### src/rtl/preg_free_list_ctrl_pkg.sv
`default_nettype none
// ============================================================================
// Module : preg_free_list_ctrl_pkg
// Brief  : Shared sizes and types for the physical-register free list.
// Rev    : 1.0  initial release
// ============================================================================
package preg_free_list_ctrl_pkg;

    localparam int PREG_COUNT = 64;
    localparam int ARCH_REGS  = 32;
    localparam int PREG_W     = $clog2(PREG_COUNT);
    localparam int FL_DEPTH   = PREG_COUNT - ARCH_REGS;
    localparam int FL_IDX_W   = $clog2(FL_DEPTH);
    // One extra MSB acts as the wrap bit so full and empty are distinguishable.
    localparam int FL_PTR_W   = FL_IDX_W + 1;

    typedef enum logic [0:0] {
        FL_INIT = 1'b0,
        FL_RUN  = 1'b1
    } fl_state_t;

    typedef logic [PREG_W-1:0]   preg_t;
    typedef logic [FL_PTR_W-1:0] fl_ptr_t;

endpackage
`default_nettype wire

### src/rtl/preg_free_list_ctrl_if.sv
`default_nettype none
// ============================================================================
// Module : preg_free_list_ctrl_if
// Brief  : Rename/commit side bundle of the free-list controller.
// Rev    : 1.0  initial release
// ============================================================================
interface preg_free_list_ctrl_if;
    import preg_free_list_ctrl_pkg::*;

    logic    ready_o;
    logic    alloc_req_i;
    logic    alloc_gnt_o;
    preg_t   alloc_preg_o;
    logic    commit_alloc_i;
    logic    free_valid_i;
    preg_t   free_preg_i;
    logic    flush_i;
    fl_ptr_t free_count_o;
    logic    full_o;

    // Free-list side
    modport slave (
        output ready_o, alloc_gnt_o, alloc_preg_o, free_count_o, full_o,
        input  alloc_req_i, commit_alloc_i, free_valid_i, free_preg_i, flush_i
    );

    // Pipeline side
    modport master (
        input  ready_o, alloc_gnt_o, alloc_preg_o, free_count_o, full_o,
        output alloc_req_i, commit_alloc_i, free_valid_i, free_preg_i, flush_i
    );

endinterface
`default_nettype wire

### src/rtl/preg_free_list_ctrl_fl_ptr_ring.sv
`default_nettype none
// ============================================================================
// Module : fl_ptr_ring
// Brief  : Free-list storage with tail pointer and a read port at the head.
// Rev    : 1.0  initial release
// ============================================================================
module fl_ptr_ring
    import preg_free_list_ctrl_pkg::*;
(
    input  logic    clk_i,
    input  logic    rst_i,
    input  logic    push_i,
    input  preg_t   push_preg_i,
    input  fl_ptr_t rd_ptr_i,
    output preg_t   rd_preg_o,
    output fl_ptr_t tail_o,
    output fl_ptr_t tail_d_o
);

    localparam fl_ptr_t PTR_ONE = fl_ptr_t'(1);

    preg_t   mem_q [FL_DEPTH];
    fl_ptr_t tail_q;
    fl_ptr_t tail_d;

    // Tail advances on every accepted write
    always_comb begin
        tail_d = tail_q;
        if (push_i) begin
            tail_d = tail_q + PTR_ONE;
        end
    end

    // Tail pointer register, cleared on reset so init refills from slot 0
    always_ff @(posedge clk_i) begin
        if (rst_i) begin
            tail_q <= '0;
        end else begin
            tail_q <= tail_d;
        end
    end

    // Storage write at the tail slot; contents need no reset
    always_ff @(posedge clk_i) begin
        if (!rst_i && push_i) begin
            mem_q[tail_q[FL_IDX_W-1:0]] <= push_preg_i;
        end
    end

    assign rd_preg_o = mem_q[rd_ptr_i[FL_IDX_W-1:0]];
    assign tail_o    = tail_q;
    assign tail_d_o  = tail_d;

endmodule
`default_nettype wire

### src/rtl/preg_free_list_ctrl.sv
`default_nettype none
// ============================================================================
// Module : preg_free_list_ctrl
// Brief  : Circular physical-register free list with speculative and
//          architectural heads, one-cycle flush rewind and self-init.
// Rev    : 1.0  initial release
// ============================================================================
module preg_free_list_ctrl
    import preg_free_list_ctrl_pkg::*;
(
    input  logic                  clk_i,
    input  logic                  rst_i,
    preg_free_list_ctrl_if.slave  bus
);

    localparam logic [0:0] ST_INIT   = FL_INIT;
    localparam logic [0:0] ST_RUN    = FL_RUN;
    localparam fl_ptr_t    PTR_ONE   = fl_ptr_t'(1);
    localparam fl_ptr_t    PTR_DEPTH = fl_ptr_t'(FL_DEPTH);
    localparam fl_ptr_t    INIT_LAST = fl_ptr_t'(FL_DEPTH - 1);

    logic [0:0] state_q, state_d;
    fl_ptr_t    spec_head_q, spec_head_d;
    fl_ptr_t    arch_head_q, arch_head_d;
    fl_ptr_t    tail_q, tail_d;
    fl_ptr_t    spec_count, arch_count, spec_count_d;
    fl_ptr_t    free_count_q;
    logic       full_q;
    logic       run, gnt, free_ok, push;
    preg_t      push_preg, init_preg, head_preg;

    assign run        = (state_q == ST_RUN);
    assign spec_count = tail_q - spec_head_q;
    assign arch_count = tail_q - arch_head_q;

    // During init the tail doubles as the init counter: slot i gets ARCH_REGS+i.
    assign init_preg  = preg_t'(ARCH_REGS) + preg_t'(tail_q[FL_IDX_W-1:0]);
    // Preg 0 is never a legal free target, and a full architectural list cannot accept more.
    assign free_ok    = run && bus.free_valid_i && (bus.free_preg_i != '0)
                        && (arch_count != PTR_DEPTH);
    assign push       = run ? free_ok : 1'b1;
    assign push_preg  = run ? bus.free_preg_i : init_preg;

    // Grant only from entries already present at the start of the cycle
    assign gnt = run && bus.alloc_req_i && !bus.flush_i && (spec_count != '0);

    fl_ptr_ring u_ring (
        .clk_i       (clk_i),
        .rst_i       (rst_i),
        .push_i      (push),
        .push_preg_i (push_preg),
        .rd_ptr_i    (spec_head_q),
        .rd_preg_o   (head_preg),
        .tail_o      (tail_q),
        .tail_d_o    (tail_d)
    );

    // Next-state for FSM and head pointers; flush rewinds to post-commit head
    always_comb begin
        state_d     = state_q;
        spec_head_d = spec_head_q;
        arch_head_d = arch_head_q;
        if (run) begin
            if (bus.commit_alloc_i) begin
                arch_head_d = arch_head_q + PTR_ONE;
            end
            if (bus.flush_i) begin
                spec_head_d = arch_head_d;
            end else if (gnt) begin
                spec_head_d = spec_head_q + PTR_ONE;
            end
        end else if (tail_q == INIT_LAST) begin
            state_d = ST_RUN;
        end
        spec_count_d = tail_d - spec_head_d;
    end

    // State, heads and registered occupancy outputs
    always_ff @(posedge clk_i) begin
        if (rst_i) begin
            state_q      <= ST_INIT;
            spec_head_q  <= '0;
            arch_head_q  <= '0;
            free_count_q <= '0;
            full_q       <= 1'b0;
        end else begin
            state_q      <= state_d;
            spec_head_q  <= spec_head_d;
            arch_head_q  <= arch_head_d;
            free_count_q <= spec_count_d;
            full_q       <= (spec_count_d == PTR_DEPTH);
        end
    end

    // Protocol checks on the commit-side inputs
    always_ff @(posedge clk_i) begin
        if (!rst_i && run) begin
            if (bus.free_valid_i) begin
                assert (bus.free_preg_i != '0)
                    else $warning("preg_free_list_ctrl: free of preg 0 ignored");
                if (bus.free_preg_i != '0) begin
                    assert (arch_count != PTR_DEPTH)
                        else $fatal(1, "preg_free_list_ctrl: free-list overflow");
                end
            end
            if (bus.commit_alloc_i) begin
                assert (arch_head_q != spec_head_q)
                    else $fatal(1, "preg_free_list_ctrl: arch head passed spec head");
            end
        end
    end

    assign bus.ready_o      = run;
    assign bus.alloc_gnt_o  = gnt;
    assign bus.alloc_preg_o = (run && (spec_count != '0)) ? head_preg : '0;
    assign bus.free_count_o = free_count_q;
    assign bus.full_o       = full_q;

endmodule
`default_nettype wire

### src/flat_wrapper.sv
// flat-port wrapper written by rule: the top's interface ports become plain ports
module preg_free_list_ctrl_flat import preg_free_list_ctrl_pkg::*;
  (clk_i, rst_i, bus_ready_o, bus_alloc_gnt_o, bus_alloc_preg_o, bus_free_count_o, bus_full_o, bus_alloc_req_i, bus_commit_alloc_i, bus_free_valid_i, bus_free_preg_i, bus_flush_i);
  preg_free_list_ctrl_if bus_i ();
  input  logic clk_i;
  input  logic rst_i;
  output wire logic [$bits(bus_i.ready_o)-1:0] bus_ready_o;
  output wire logic [$bits(bus_i.alloc_gnt_o)-1:0] bus_alloc_gnt_o;
  output wire logic [$bits(bus_i.alloc_preg_o)-1:0] bus_alloc_preg_o;
  output wire logic [$bits(bus_i.free_count_o)-1:0] bus_free_count_o;
  output wire logic [$bits(bus_i.full_o)-1:0] bus_full_o;
  input wire logic [$bits(bus_i.alloc_req_i)-1:0] bus_alloc_req_i;
  input wire logic [$bits(bus_i.commit_alloc_i)-1:0] bus_commit_alloc_i;
  input wire logic [$bits(bus_i.free_valid_i)-1:0] bus_free_valid_i;
  input wire logic [$bits(bus_i.free_preg_i)-1:0] bus_free_preg_i;
  input wire logic [$bits(bus_i.flush_i)-1:0] bus_flush_i;
  assign bus_ready_o = bus_i.ready_o;
  assign bus_alloc_gnt_o = bus_i.alloc_gnt_o;
  assign bus_alloc_preg_o = bus_i.alloc_preg_o;
  assign bus_free_count_o = bus_i.free_count_o;
  assign bus_full_o = bus_i.full_o;
  assign bus_i.alloc_req_i = bus_alloc_req_i;
  assign bus_i.commit_alloc_i = bus_commit_alloc_i;
  assign bus_i.free_valid_i = bus_free_valid_i;
  assign bus_i.free_preg_i = bus_free_preg_i;
  assign bus_i.flush_i = bus_flush_i;
  preg_free_list_ctrl u_core (.clk_i(clk_i), .rst_i(rst_i), .bus(bus_i));
endmodule
### config.mk
export PLATFORM = sky130hd
export DESIGN_NAME = preg_free_list_ctrl_flat
export DESIGN_NICKNAME = d
export VERILOG_FILES = /design/src/rtl/preg_free_list_ctrl_pkg.sv /design/src/rtl/preg_free_list_ctrl_if.sv /design/src/rtl/preg_free_list_ctrl_fl_ptr_ring.sv /design/src/rtl/preg_free_list_ctrl.sv /design/src/flat_wrapper.sv
export SDC_FILE = /design/constraint.sdc
export NUM_CORES = 1
export LEC_CHECK = 0
export BUFFER_PORTS_ARGS = -buffer_cell sky130_fd_sc_hd__buf_2
export CORE_UTILIZATION = 62
export CTS_BUF_LIST = sky130_fd_sc_hd__clkbuf_16
export DETAILED_ROUTE_END_ITERATION = 7
export PLACE_DENSITY = 0.79
export SYNTH_ARGS = -nofsm -noshare
export SYNTH_HDL_FRONTEND = slang
export SYNTH_SLANG_ARGS = --single-unit
### constraint.sdc
create_clock -name clk_i -period 5.6 [get_ports clk_i]
set_input_delay 1.12 -clock clk_i [delete_from_list [all_inputs] [get_ports clk_i]]
set_output_delay 1.12 -clock clk_i [all_outputs]
set_load 0.02 [all_outputs]
==> key figures <==
Timing
  • Worst slew margin: 31.26%
  • Max frequency: 213.2 MHz
  • Fin Setup TNS: 0 ns
  • Max-slew violations: 0
  • Hold Vio Cnt, Final: 0
  • Final-report setup violation count: 0
  • Clk_skew: 0.01425 ns
  • Worst hold slack: 0.5340 ns
  • Worst slew pin tran: 1.031 ns
  • Unrepaired setup endpoints after global routing: false
  • Post-route minimum period: 4.691 ns
  • Final period utilization: 83.77%

Clock tree
  • Root Buffer: clkbuf_16
  • Number of H-tree levels: 1
  • Clock Latency Late Sink: 0.52 ns
  • CTS tree: yes
  • Post-CTS Setup Inserts: 0
  • Num CTS Buffers: 22
  • Clk slew on worst S/H paths: 0.07 ns
  • CTS resizes: 0
  • Hold-fix buffers, CTS: 0
  • Sink Count: 218
  • Clock buffer depth: 3

Worst setup path
  • Capturing point of the worst reg2reg path: u_core.bus.full_o$_SDFF_PP0_
  • Critical path startpoint: u_core.spec_head_q[4]$_SDFF_PP0_
  • Critical Path Sink: u_core.bus.full_o$_SDFF_PP0_
  • Crit path max fanout: 15
  • Critical path endpoint category: flop
  • Crit Path Class: reg -> reg
  • R2R cell count: 17
  • Slowest CP cell: dfxtp_1
  • Critical R2R Launch: u_core.spec_head_q[4]$_SDFF_PP0_
  • CP cell instances: inv_1 -> ha_1 -> xor2_1 -> nor4_2 -> o211a_4 -> nand3_4 -> nand2_1 -> nor3b_1 -> o21ai_1 -> a221oi_1 -> ha_1 -> a21oi_1 -> maj3_1 -> o21ai_1 -> a21o_1 -> a21o_1 -> and4b_1
  • Worst reg2reg setup slack: 0.91 ns
  • Worst EP required: 6.00 ns
  • Worst Setup Start Kind: flop
  • Data arrival time of the worst path: 5.09 ns
  • Max incr delay on CP: 0.80 ns

Route
  • Routed vias/inst: 6.640
  • 1st-pass router iterations: 5
  • Drc violations: 0
  • Final wirelength: 20.82 mm
  • Vias: 5325
  • Final ANT Viol Nets: 0
  • 1st-iter DRT viols: 576
  • Routed length per instance: 25.95 µm

Floorplan
  • Die Span Y: 126.0 µm
  • Initial Util: 64.56%
  • Die X: 126.0 µm
  • Die area: 15860 µm²
  • Num rows: 44
  • Num ports: 27
  • Core region area: 14750 µm²

Yosys
  • Distinct cell type count of the synthesized netlist: 62
  • Post-Syn Nets: 604
  • Top FF cell, synth: edfxtp_1
  • Synth Cell Area: 9525 µm²
  • Sequential share of the synthesized area: 65.99%
  • Ys async rst share: 0%
  • EDFF count, synth: 192
  • Synth warnings: 0
  • Syn Area/Cell: 16.65 µm²
  • Yosys reg bits: 218
  • Post-Syn Instances: 572

Cells and area
  • Commonest cells after routing, fill and taps aside: edfxtp_1 (192), nor2_1 (61), mux4_2 (60), nand2_1 (32), buf_2 (26)
  • Share of layout cells above drive strength 1: 24.60%
  • N_diodes: 0
  • # nets final: 637
  • Post-route cell area: 10540 µm²
  • Fill cell count: 909
  • Area grow syn2layout: 10.61%
  • Most common cell after layout, fill and taps aside: edfxtp_1

Global routing
  • GRT Util Overall: 27.35%
  • First-pass GRT wire length: 31.63 mm
  • Global route overflow: 0
  • Largest net degree at the start of global routing: 54
  • Initial antenna violation count: 0
  • Vias in the first global route: 5352

Job
  • Total of max-cap violations: 0

Hold path
  • Worst Hold Class: reg -> reg
  • Hold Startpoint: u_core.arch_head_q[1]$_SDFFE_PP0P_

Placement
  • GPL Wtd Cong: 0.9313
  • Post-DP Area: 9867 µm²
  • Detailed placement HPWL: 12.87 mm
  • Port bufs: 26

Power and ir drop
  • Peak VDD IR: 0.2690 mV
  • Leakage: 3.501 nW
  • Overall Power: 0.003294 W
  • Power density over cell area: 312.6 nW/µm²

Run status
  • Outcome: complete, no violations
## cells in the mapped netlist, types with 2 or more instances
| library cell | count | area [µm²] |
|---|---|---|
| o211a_1 | 2 | 20.02 |
| a221oi_1 | 2 | 17.52 |
| o31ai_4 | 2 | 42.54 |
| or3_1 | 2 | 12.51 |
| dfxtp_1 | 26 | 520.5 |
| and4b_1 | 2 | 20.02 |
| nand2_1 | 32 | 120.1 |
| and4_1 | 4 | 35.03 |
| nor2_1 | 61 | 229.0 |
| clkbuf_1 | 18 | 67.56 |
| o21ai_0 | 6 | 30.03 |
| o21ai_1 | 4 | 20.02 |
| inv_1 | 12 | 45.04 |
| nor4_1 | 2 | 12.51 |
| a21o_1 | 4 | 30.03 |
| and3_1 | 3 | 18.77 |
| nand3_1 | 9 | 45.04 |
| or3b_2 | 2 | 17.52 |
| and2_1 | 2 | 12.51 |
| a21oi_1 | 16 | 80.08 |
| a211oi_1 | 2 | 15.01 |
| mux2_2 | 4 | 45.04 |
| ha_1 | 19 | 237.7 |
| nand2b_1 | 3 | 18.77 |
| mux4_2 | 60 | 1351 |
| nor3_1 | 2 | 10.01 |
| xor2_1 | 5 | 43.79 |
| maj3_1 | 2 | 20.02 |
| o21ai_2 | 2 | 17.52 |
| nor2b_1 | 10 | 62.56 |
| inv_2 | 2 | 7.510 |
| nand4_1 | 4 | 25.02 |
| buf_1 | 7 | 26.28 |
| xnor2_1 | 17 | 148.9 |
| edfxtp_1 | 192 | 5766 |
| nand3b_1 | 4 | 30.03 |
## critical path, delay by kind of cell (launching register included)
kind	cells	cell delay [ns]
DFF	1	0.80
adders and majority gates	3	0.97
and+or+nand+nor	5	0.90
AOI/OAI and AO/OA	7	1.58
xor gates and xnor gates	1	0.21
buffers and inverters	1	0.14
## where the power goes
group / internal [W] / switching (W)
clock network: 0.000764 / 0.000598
logic: 0.0000519 / 0.0000955
registers: 0.00178 / 0.00000633
total: 0.00259 / 0.000700
## flip-flops by register name (all words and copies together) (netlist names)
register,cells
u_core.arch_head_q,6
u_core.bus.free_count_o,6
u_core.bus.full_o,1
u_core.bus.ready_o,1
u_core.spec_head_q,6
u_core.u_ring.mem_q,192
u_core.u_ring.tail_o,6
## per-stage QoR
| step | cells | setup WS, ns | util (%) |
|---|---|---|---|
| final | 802 | 0.9086 | 71.41 |
| after global routing | 802 | 0.6666 | 71.41 |
| after CTS | 802 | 0.9974 | 71.41 |
| after detailed placement | 765 | 1.010 | 66.88 |
| after global placement | 765 | 1.313 | 66.88 |
| after floorplan | 572 | 0.6807 | - |
## logic make-up after synthesis
| logic type | Yosys count | synth area share, % |
|---|---|---|
| buffers and inverters | 40 | 1.589 |
| AO/OA/AOI/OAI | 55 | 4.611 |
| AND/OR/NAND/NOR | 149 | 7.816 |
| multiplexers | 65 | 14.76 |
| adder cells (fa/ha/maj) | 22 | 2.916 |
| flip-flops | 218 | 65.99 |
| XOR/XNOR | 23 | 2.312 |
## worst min path at each step
stage,endpoint,slack [ns],cells past startpoint
finish,u_core.arch_head_q[1]$_SDFFE_PP0P_,0.53,2
global route,u_core.arch_head_q[1]$_SDFFE_PP0P_,0.58,2
CTS,u_core.arch_head_q[1]$_SDFFE_PP0P_,0.53,2
detailed placement,u_core.arch_head_q[1]$_SDFFE_PP0P_,0.51,2
global placement,u_core.arch_head_q[1]$_SDFFE_PP0P_,0.50,2
floorplan,u_core.arch_head_q[1]$_SDFFE_PP0P_,0.47,2
## layer usage
metal  track usage, %  vias to the layer above  part of all wire, %
met5                0                        -                    0
met3            5.225                       51                  7.6
met1            37.71                     2677                   40
met2            45.14                      278                   49
li1                 -                     2319                    -
met4            7.867                        0                  2.9
## final cells by class
class	count	area, µm²	share of cell area [%]
sequential	218	6291	59.71
multi-input combinational	314	3095	29.38
clock buffer	22	550.5	5.225
tap	184	230.2	2.185
timing repair buffer	35	197.7	1.876
clock inverter	15	118.9	1.128
inverter	14	52.55	0.4988
Note: power is estimated with default switching activity, not from simulation.
